**src/rtl/midi_pkg.sv**
```systemverilog
`default_nettype none
// ============================================================================
// Module      : midi_pkg
// Description : Shared constants and types for the MIDI voice allocator:
//               channel-message type codes, channel-mode CC numbers, the
//               allocator FSM state encoding and the internal message record.
// Revision    : 1.0 - initial release
// ============================================================================
package midi_pkg;

  // Status nibble bits [6:4] as delivered by the byte parser
  localparam logic [2:0] MSG_NOTE_OFF = 3'b000;
  localparam logic [2:0] MSG_NOTE_ON  = 3'b001;
  localparam logic [2:0] MSG_CC       = 3'b011;

  // Channel-mode controller numbers that silence every voice
  localparam logic [6:0] CC_ALL_SOUND_OFF = 7'd120;
  localparam logic [6:0] CC_ALL_NOTES_OFF = 7'd123;

  typedef enum logic [1:0] {
    ST_IDLE   = 2'd0,
    ST_SCAN   = 2'd1,
    ST_COMMIT = 2'd2
  } state_t;

  // Decoded operation; Note On with velocity 0 is already folded into
  // OP_NOTE_OFF, and both silencing CCs become OP_ALL_OFF.
  typedef enum logic [1:0] {
    OP_NOTE_OFF = 2'd0,
    OP_NOTE_ON  = 2'd1,
    OP_ALL_OFF  = 2'd2
  } op_t;

  typedef struct packed {
    op_t        op;
    logic [6:0] note;
    logic [6:0] vel;
  } msg_t;

endpackage
`default_nettype wire

```
**src/rtl/midi_voice_allocator.sv**
```systemverilog
`default_nettype none
// ============================================================================
// Module      : midi_voice_allocator
// Description : Polyphonic note-to-voice allocator. Takes assembled channel
//               messages from the MIDI parser and maintains a table of
//               NUM_VOICES voices (note, velocity, gate, trigger). Note On
//               retriggers a matching sounding voice, else takes the lowest
//               free voice, else steals round-robin. Note Off releases all
//               matching voices. CC 120/123 releases every voice.
// Ports       : clk_in, rst_in          clock, synchronous active-high reset
//               msg_type_in[2:0]        status bits [6:4]
//               data_byte1_in[7:0]      note / CC number (bit 7 ignored)
//               data_byte2_in[7:0]      velocity / CC value (bit 7 ignored)
//               valid_in                level valid, message on 0->1 edge
//               voice_note_out          7 bits per voice, voice i at [7i+:7]
//               voice_vel_out           7 bits per voice, same packing
//               voice_gate_out          per-voice gate
//               voice_trig_out          per-voice one-cycle start pulse
//               busy_out                message in progress
//               drop_out                one-cycle pulse, message lost
// Revision    : 1.0 - initial release
// ============================================================================
module midi_voice_allocator
  import midi_pkg::*;
#(
  parameter int NUM_VOICES = 4
) (
  input  logic                      clk_in,
  input  logic                      rst_in,
  input  logic [2:0]                msg_type_in,
  input  logic [7:0]                data_byte1_in,
  input  logic [7:0]                data_byte2_in,
  input  logic                      valid_in,
  output logic [7*NUM_VOICES-1:0]   voice_note_out,
  output logic [7*NUM_VOICES-1:0]   voice_vel_out,
  output logic [NUM_VOICES-1:0]     voice_gate_out,
  output logic [NUM_VOICES-1:0]     voice_trig_out,
  output logic                      busy_out,
  output logic                      drop_out
);

  localparam int            IW       = $clog2(NUM_VOICES);
  localparam logic [IW-1:0] LAST_IDX = IW'(NUM_VOICES - 1);

  // --------------------------------------------------------------------------
  // Input edge detection and decode
  // --------------------------------------------------------------------------
  logic   valid_q;
  logic   event_edge;
  logic   in_relevant;
  logic   new_ev;
  msg_t   in_msg;
  logic   unused_bits;

  assign event_edge  = valid_in & ~valid_q;
  assign new_ev      = event_edge & in_relevant;
  assign unused_bits = ^{data_byte1_in[7], data_byte2_in[7]};

  always_comb begin
    in_msg.op   = OP_NOTE_OFF;
    in_msg.note = data_byte1_in[6:0];
    in_msg.vel  = data_byte2_in[6:0];
    in_relevant = 1'b0;
    case (msg_type_in)
      MSG_NOTE_OFF: in_relevant = 1'b1;
      MSG_NOTE_ON: begin
        in_relevant = 1'b1;
        if (data_byte2_in[6:0] != 7'd0) in_msg.op = OP_NOTE_ON;
      end
      MSG_CC: begin
        if (data_byte1_in[6:0] == CC_ALL_SOUND_OFF ||
            data_byte1_in[6:0] == CC_ALL_NOTES_OFF) begin
          in_relevant = 1'b1;
          in_msg.op   = OP_ALL_OFF;
        end
      end
      default: in_relevant = 1'b0;
    endcase
  end

  // --------------------------------------------------------------------------
  // Control state
  // --------------------------------------------------------------------------
  state_t          state, next_state;
  msg_t            cur_msg;
  msg_t            pend_msg;
  logic            pend_valid;
  msg_t            launch_msg;
  logic            launch;
  logic [IW-1:0]   idx;
  logic            match_found, free_found;
  logic [IW-1:0]   match_idx, free_idx;
  logic [IW-1:0]   steal_ptr;
  logic [IW-1:0]   chosen;

  // Voice table
  logic [6:0]             note_q [NUM_VOICES];
  logic [6:0]             vel_q  [NUM_VOICES];
  logic [NUM_VOICES-1:0]  gate_q;
  logic [NUM_VOICES-1:0]  trig_q;
  logic                   drop_q;

  // A held message always takes precedence over a fresh edge; in IDLE with an
  // empty slot the fresh edge is started immediately. A fresh edge seen on
  // the COMMIT cycle lands in the slot rather than starting here.
  assign launch = ((state == ST_IDLE) && (pend_valid || new_ev)) ||
                  ((state == ST_COMMIT) && pend_valid);
  assign launch_msg = pend_valid ? pend_msg : in_msg;

  always_ff @(posedge clk_in) begin
    if (rst_in) state <= ST_IDLE;
    else        state <= next_state;
  end

  always_comb begin
    next_state = state;
    case (state)
      ST_IDLE: begin
        if (launch)
          next_state = (launch_msg.op == OP_ALL_OFF) ? ST_COMMIT : ST_SCAN;
      end
      ST_SCAN: begin
        if (idx == LAST_IDX) next_state = ST_COMMIT;
      end
      ST_COMMIT: begin
        if (launch)
          next_state = (launch_msg.op == OP_ALL_OFF) ? ST_COMMIT : ST_SCAN;
        else
          next_state = ST_IDLE;
      end
      default: next_state = ST_IDLE;
    endcase
  end

  assign busy_out = (state != ST_IDLE);

  // Message capture, pending slot and per-voice scan accumulators
  always_ff @(posedge clk_in) begin
    if (rst_in) begin
      valid_q     <= 1'b0;
      cur_msg     <= '0;
      pend_msg    <= '0;
      pend_valid  <= 1'b0;
      idx         <= '0;
      match_found <= 1'b0;
      free_found  <= 1'b0;
      match_idx   <= '0;
      free_idx    <= '0;
      drop_q      <= 1'b0;
    end else begin
      valid_q <= valid_in;
      drop_q  <= 1'b0;

      if (launch) begin
        cur_msg     <= launch_msg;
        idx         <= '0;
        match_found <= 1'b0;
        free_found  <= 1'b0;
        match_idx   <= '0;
        free_idx    <= '0;
      end

      if (launch && pend_valid) begin
        // Slot is vacated by this launch, so a simultaneous edge refills it
        // without loss.
        pend_valid <= new_ev;
        if (new_ev) pend_msg <= in_msg;
      end else if (!launch && new_ev) begin
        pend_msg   <= in_msg;
        pend_valid <= 1'b1;
        if (pend_valid) drop_q <= 1'b1;
      end

      if (state == ST_SCAN) begin
        idx <= idx + 1'b1;
        if (!match_found && gate_q[idx] && (note_q[idx] == cur_msg.note)) begin
          match_found <= 1'b1;
          match_idx   <= idx;
        end
        if (!free_found && !gate_q[idx]) begin
          free_found <= 1'b1;
          free_idx   <= idx;
        end
      end
    end
  end

  always_comb begin
    chosen = steal_ptr;
    if (match_found)     chosen = match_idx;
    else if (free_found) chosen = free_idx;
  end

  // Voice table update, applied only on the COMMIT cycle
  always_ff @(posedge clk_in) begin
    if (rst_in) begin
      for (int i = 0; i < NUM_VOICES; i++) begin
        note_q[i] <= '0;
        vel_q[i]  <= '0;
      end
      gate_q    <= '0;
      trig_q    <= '0;
      steal_ptr <= '0;
    end else begin
      trig_q <= '0;
      if (state == ST_COMMIT) begin
        case (cur_msg.op)
          OP_NOTE_ON: begin
            for (int i = 0; i < NUM_VOICES; i++) begin
              if (IW'(i) == chosen) begin
                note_q[i] <= cur_msg.note;
                vel_q[i]  <= cur_msg.vel;
                gate_q[i] <= 1'b1;
                trig_q[i] <= 1'b1;
              end
            end
            if (!match_found && !free_found)
              steal_ptr <= (steal_ptr == LAST_IDX) ? '0 : steal_ptr + 1'b1;
          end
          OP_NOTE_OFF: begin
            for (int i = 0; i < NUM_VOICES; i++) begin
              if (gate_q[i] && (note_q[i] == cur_msg.note)) gate_q[i] <= 1'b0;
            end
          end
          OP_ALL_OFF: gate_q <= '0;
          default: gate_q <= gate_q;
        endcase
      end
    end
  end

  // --------------------------------------------------------------------------
  // Output packing
  // --------------------------------------------------------------------------
  for (genvar g = 0; g < NUM_VOICES; g++) begin : g_pack
    assign voice_note_out[7*g +: 7] = note_q[g];
    assign voice_vel_out[7*g +: 7]  = vel_q[g];
  end

  assign voice_gate_out = gate_q;
  assign voice_trig_out = trig_q;
  assign drop_out       = drop_q;

endmodule
`default_nettype wire

```
**config.mk**
```make
export PLATFORM = sky130hd
export DESIGN_NAME = midi_voice_allocator
export DESIGN_NICKNAME = d
export VERILOG_FILES = /design/src/rtl/midi_pkg.sv /design/src/rtl/midi_voice_allocator.sv
export SDC_FILE = /design/constraint.sdc
export NUM_CORES = 1
export LEC_CHECK = 0
export BUFFER_PORTS_ARGS = -buffer_cell sky130_fd_sc_hd__buf_2
export CELL_PAD_IN_SITES_DETAIL_PLACEMENT = 1
export CELL_PAD_IN_SITES_GLOBAL_PLACEMENT = 2
export CORE_MARGIN = 3
export CORE_UTILIZATION = 40
export DETAILED_ROUTE_END_ITERATION = 8
export PLACE_DENSITY_LB_ADDON = 0.1
export SLEW_MARGIN = 30
export SYNTH_ARGS = -nofsm -noshare
export SYNTH_HDL_FRONTEND = slang
export SYNTH_SLANG_ARGS = --single-unit
```
**constraint.sdc**
```tcl
create_clock -name clk_in -period 5.51 [get_ports clk_in]
set_clock_uncertainty 0.15 [all_clocks]
set_input_delay 1.3775 -clock clk_in [delete_from_list [all_inputs] [get_ports clk_in]]
set_output_delay 1.3775 -clock clk_in [all_outputs]
set_load 0.01 [all_outputs]
```
==> results of run 1 <==
## synthesized netlist by cell type, types with 8 or more instances
cell / n
clkbuf_1: 11
and3_1: 29
buf_2: 10
dfxtp_1: 57
edfxtp_1: 56
xnor2_1: 27
mux2i_1: 35
nand2_1: 17
nor2_1: 42
and2_1: 30
a21oi_1: 8
a211oi_2: 14
## flip-flops by register name (all words and copies together), names as in the netlist, named ones only
| signal | count |
|---|---|
| free_found | 1 |
| drop_out | 1 |
| cur_msg | 16 |
| voice_gate_out | 4 |
| vel_q | 28 |
| pend_valid | 1 |
| voice_trig_out | 4 |
| steal_ptr | 2 |
| match_idx | 2 |
| match_found | 1 |
| valid_q | 1 |
| free_idx | 2 |
| idx | 2 |
| note_q | 28 |
| state | 2 |
| pend_msg | 16 |
## cell type report
cell class,count,area [um2]
Fill cell,1366,6320
Sequential cell,113,2820
Multi-Input combinational cell,291,2260
Timing Repair Buffer,90,467
Clock buffer,17,425
Clock inverter,15,239
Tap cell,172,215
Inverter,5,18.8
## routing by layer
metal	vias up	track usage, %	routed length (um)
met5	-	0	0
met4	0	6.66	175
met3	20	6.27	664
met2	81	33.4	7080
met1	1901	24.2	5790
li1	1741	-	-
## cells in the final DEF (no fill, tap or decap), types with 8 or more instances in the layout
master | Yosys | routed
nor2_1 | 42 | 41
buf_2 | 10 | 85
and2_1 | 30 | 30
nand2_1 | 17 | 17
dfxtp_1 | 57 | 56
xnor2_1 | 27 | 27
mux2i_1 | 35 | 35
a21oi_1 | 8 | 8
edfxtp_1 | 56 | 56
and3_1 | 29 | 29
a211oi_2 | 14 | 14
clkbuf_16 | 0 | 17
## how the worst max path moves through the flow
stage                          start                         to  slack [ns]  depth (start not counted)
floorplan             msg_type_in[2]  pend_msg[14]$_SDFFE_PP0P_        2.59                          6
global placement      msg_type_in[2]   cur_msg[11]$_SDFFE_PP0P_        1.84                          7
detailed placement    msg_type_in[2]    cur_msg[3]$_SDFFE_PP0P_        1.74                          7
CTS                 data_byte1_in[2]    cur_msg[3]$_SDFFE_PP0P_        2.17                          7
global route          msg_type_in[2]    cur_msg[6]$_SDFFE_PP0P_        2.05                          7
finish                msg_type_in[2]    cur_msg[3]$_SDFFE_PP0P_        2.14                          7
## worst register-to-register path, cell delays in order, from the launching register on
cell and delay, ns:
dfxtp_1 0.42, and4bb_1 0.55, nor2b_1 0.78, nand2_1 0.21, nor2_2 0.49, and2_1 0.24
## kinds of logic after synthesis
logic type               count (synthesis)  share of synthesized area, %
adder cells (fa/ha/maj)                  2                         0.475
AND/OR/NAND/NOR                        161                          17.0
multiplexers                            45                          10.6
XOR/XNOR                                34                          5.79
flip-flops                             113                          53.5
AO/OA/AOI/OAI                           49                          8.90
buffers and inverters                   34                          3.66
## report_power, final
part | switching (mW) | total (mW) | internal, mW | leakage [nW]
Sequential | 0.0304 | 0.934 | 0.904 | 1.04
Clock | 0.394 | 1.24 | 0.843 | 0.307
Combinational | 0.0721 | 0.127 | 0.0546 | 1.20
Total | 0.497 | 2.30 | 1.80 | 2.55
## through the flow
stage               power (mW)  instance area [um2]
floorplan                 1.03                 5270
global placement          1.08                 5770
detailed placement        1.08                 5770
global route              2.38                 6450
CTS                       2.32                 6430
finish                    2.30                 6450
==> results_dict.tcl, run 1 <==
set metrics [dict create \
    outcome "finished clean" \
    hold_buffers 0 \
    crit_path_cell_trace "buf_2 -> and4bb_2 -> a31oi_4 -> o32ai_4 -> buf_4 -> nor2_1 -> a211oi_2" \
    maxCapViolCount 0 \
    nets 542 \
    port_buffers 85 \
    die_h_um 121 \
    drc_errors 0 \
    arrival_ns 3.54 \
    drt_iter0_drc 210 \
    cts_num_sinks 113 \
    dp.cells 670 \
    whs_path_depth 2 \
    hold_end "steal_ptr[1]$_SDFFE_PP0P_" \
    ys_warn_count 0 \
    fin_crit_sh_pct 61.1 \
    cpPeakStageDelay_ns 0.88 \
    ir_drop_v 0.000214 \
    setup_viol 0 \
    syn_inst 438 \
    die_area_um2 14600 \
    fin_util_pct 50.5 \
    dr_total_vias 3743 \
    rrSetupSlack_ns 2.53 \
    max_slew_margin_pct 33.8 \
    rsz0062_at_grt "no" \
    start_util_pct 41.3 \
    syn_nets 462 \
    wl_per_cell_um 19.5 \
    cts-root-buf "clkbuf_16" \
    clk_pin_slew_ns 0.05 \
    area.growth.synth_to_final_pct 22.4 \
    cp_slowest_cell "o32ai_4" \
    setup_tns_ns 0 \
    synthArstFlopShare_pct 0 \
    setup_ws_ns 2.14 \
    cts_resized 0 \
    synth-seq-cells 113 \
    slew_violations 0 \
    holdCritPathClass "reg2reg" \
    crit_type "in2reg" \
    die_x_um 121 \
    routed_via_density 5.32 \
    antenna_found_initial 0 \
    hold_viol_final 0 \
    hold_path.startpoint "steal_ptr[1]$_SDFFE_PP0P_" \
    cts.htree.levels 4 \
    holdWs_ns 0.332 \
    synth_cell_types 62 \
    start_kind "input port" \
    ios 88 \
    drt_wl_total_mm 13.7 \
    hpwl_mm 9.50 \
    synth_edf_count 56 \
    worst_slew_pin_slew_ns 0.992 \
    fin_crit_ns 3.37 \
    dp_slack_ns 1.74 \
    worstSetupEndpointType "flop" \
    r2r_start "state[0]$_SDFFE_PP0P_" \
    critPathRequiredTime_ns 5.68 \
    num_rows 41 \
    cts_buffer_depth 2 \
    cts_tree "yes" \
    dr.pass1.iters 5 \
    power.density_nw_per_um2 356 \
    r2r-end "vel_q[0][5]$_SDFFCE_PN0P_" \
    instances_no_fill 703 \
    critPathBufInv 2 \
    grt_pass1_wl_mm 21.9 \
    grt_max_degree 56 \
    synth.avg_cell_area_um2 12.0 \
    coreArea_um2 12800 \
    ant_nets 0 \
    overflow 0 \
    yosysSeqAreaShare_pct 53.5 \
    drive_above_1_share_pct 30.3 \
    cts_buffers 17 \
    crit_family "compound AO/OA/AOI/OAI gates" \
    synth_ff_type "dfxtp_1" \
    p_leak_nw 2.55 \
    fmax_ghz 0.297 \
    synth_top_area_share_pct 31.9 \
    rr_worst_depth 5 \
    clk_latency_ns 0.41 \
    cp_max_fo 22 \
    yosysTopAreaCell "edfxtp_1" \
    ys_top_cells_by_area "edfxtp_1, dfxtp_1, mux2i_1, xnor2_1, and2_1" \
    gp_congestion 0.807 \
    post_cts_buffers 0 \
    syn-cell-area_um2 5270 \
    n_antenna_cell 0 \
    grt_usage_pct 19.9 \
    grt_pass1_vias 4027 \
]
Power figures use the tool's default switching activity.
==> run 2, diff against run 1 <==
Settings changed: CORE_UTILIZATION 40 to 34.
Clock period 5.51 ns to 2.9 ns, I/O delays scaled along.
==> results_dict.tcl, run 2 (same netlist as run 1, synthesis figures left out) <==
set metrics [dict create \
    setup_tns_ns 0 \
    cts_resized 0 \
    area.growth.synth_to_final_pct 23.0 \
    cts.htree.levels 4 \
    gp_congestion 0.773 \
    clk_latency_ns 0.41 \
    hpwl_mm 9.93 \
    crit_type "reg2reg" \
    maxCapViolCount 0 \
    hold_viol_final 0 \
    drt_wl_total_mm 14.1 \
    largestRegisters "note_q: 28 flops, vel_q: 28 flops" \
    cts_buffer_depth 2 \
    max_slew_margin_pct 53.6 \
    rsz0062_at_grt "no" \
    cts_tree "yes" \
    ios 88 \
    routed_via_density 5.10 \
    fill_cells 1615 \
    worstSetupEndpointType "flop" \
    cts_buffers 17 \
    grt_max_degree 42 \
    wl_per_cell_um 19.4 \
    die_h_um 131 \
    final_common_cell "buf_2" \
    holdWs_ns 0.334 \
    power.density_nw_per_um2 634 \
    grt_pass1_vias 3787 \
    nets 551 \
    holdCritPathClass "reg2reg" \
    cts-root-buf "clkbuf_16" \
    ir_drop_v 0.000411 \
    cp_max_fo 15 \
    start_kind "flop" \
    port_buffers 85 \
    multi_input_area_um2 2260 \
    fin_crit_sh_pct 82.4 \
    slew_violations 0 \
    coreArea_um2 14900 \
    hold_buffers 0 \
    dr.pass1.iters 4 \
    cts_num_sinks 113 \
    final_cell_mix "buf_2, dfxtp_1, edfxtp_1" \
    antenna_found_initial 0 \
    seqCellArea_um2 2820 \
    num_rows 44 \
    grt_pass1_wl_mm 22.0 \
    outcome "finished clean" \
    drt_iter0_drc 247 \
    start_util_pct 35.5 \
    fin_crit_ns 2.39 \
    worst_slew_pin_slew_ns 0.678 \
    die_x_um 131 \
    drc_errors 0 \
    post_cts_buffers 0 \
    setup_viol 0 \
    arrival_ns 2.52 \
    p_leak_nw 2.58 \
    clk_pin_slew_ns 0.05 \
    fmax_ghz 0.418 \
    critPathRequiredTime_ns 3.03 \
    fin_util_pct 43.6 \
    overflow 0 \
    grt_usage_pct 17.4 \
    ant_nets 0 \
    power.total_mw 4.11 \
    drive_above_1_share_pct 31.1 \
    die_area_um2 17000 \
    dr_total_vias 3701 \
]
run 2: cell types whose count changed in the layout (fill, tap and decap cells not counted), sizes merged, moves of 2 or more:
| cell | before | now |
|---|---|---|
| clkinvlp | 5 | 3 |
| clkinv | 3 | 6 |
| inv | 6 | 8 |
| bufinv | 6 | 2 |
| buf | 90 | 99 |
run 2: area by class of cell:
type | instances | share of cell area, %
diodes | 1 | 0.0386
clock buffers | 18 | 6.78
multi-input cells | 291 | 34.8
repair buffers | 99 | 8.57
well taps | 184 | 3.55
clock inverters | 14 | 2.41
inverters | 5 | 0.290
flip-flops and latches | 113 | 43.6
run 2: path summary, 6_finish.rpt:
kind	startpoint	end	slack, ns	depth (start not counted)
max reg2reg	state[0]$_SDFFE_PP0P_	note_q[0][3]$_SDFFCE_PN0P_	0.51	5
max	state[0]$_SDFFE_PP0P_	note_q[0][3]$_SDFFCE_PN0P_	0.51	5
min reg2reg	steal_ptr[1]$_SDFFE_PP0P_	steal_ptr[1]$_SDFFE_PP0P_	0.33	2
min	steal_ptr[1]$_SDFFE_PP0P_	steal_ptr[1]$_SDFFE_PP0P_	0.33	2
run 2: power breakdown:
| group | switching (mW) | internal (mW) |
|---|---|---|
| combinational | 0.146 | 0.112 |
| clock | 0.786 | 1.30 |
| sequential | 0.0529 | 1.72 |
| total | 0.984 | 3.12 |
run 2: critical path, cell delays in order (launching register included):
cell and delay, ns:
dfxtp_1 0.42, and4bb_1 0.52, nor2b_1 0.29, nand2_1 0.13, nor2_2 0.53, and2_1 0.21
run 2: metrics by stage:
stage	area [um2]	instances	worst slack (ns)
after detailed placement	5880	692	0.364
after global placement	5880	692	0.404
after global routing	6480	724	0.284
final	6480	725	0.509
after CTS	6480	724	0.454
after floorplan	5270	438	0.513
run 2: routing by layer:
metal | wire (um) | track usage (%)
met1 | 6300 | 21.7
met2 | 6880 | 28.3
met3 | 641 | 5.37
met4 | 253 | 6.84
met5 | 0 | 0
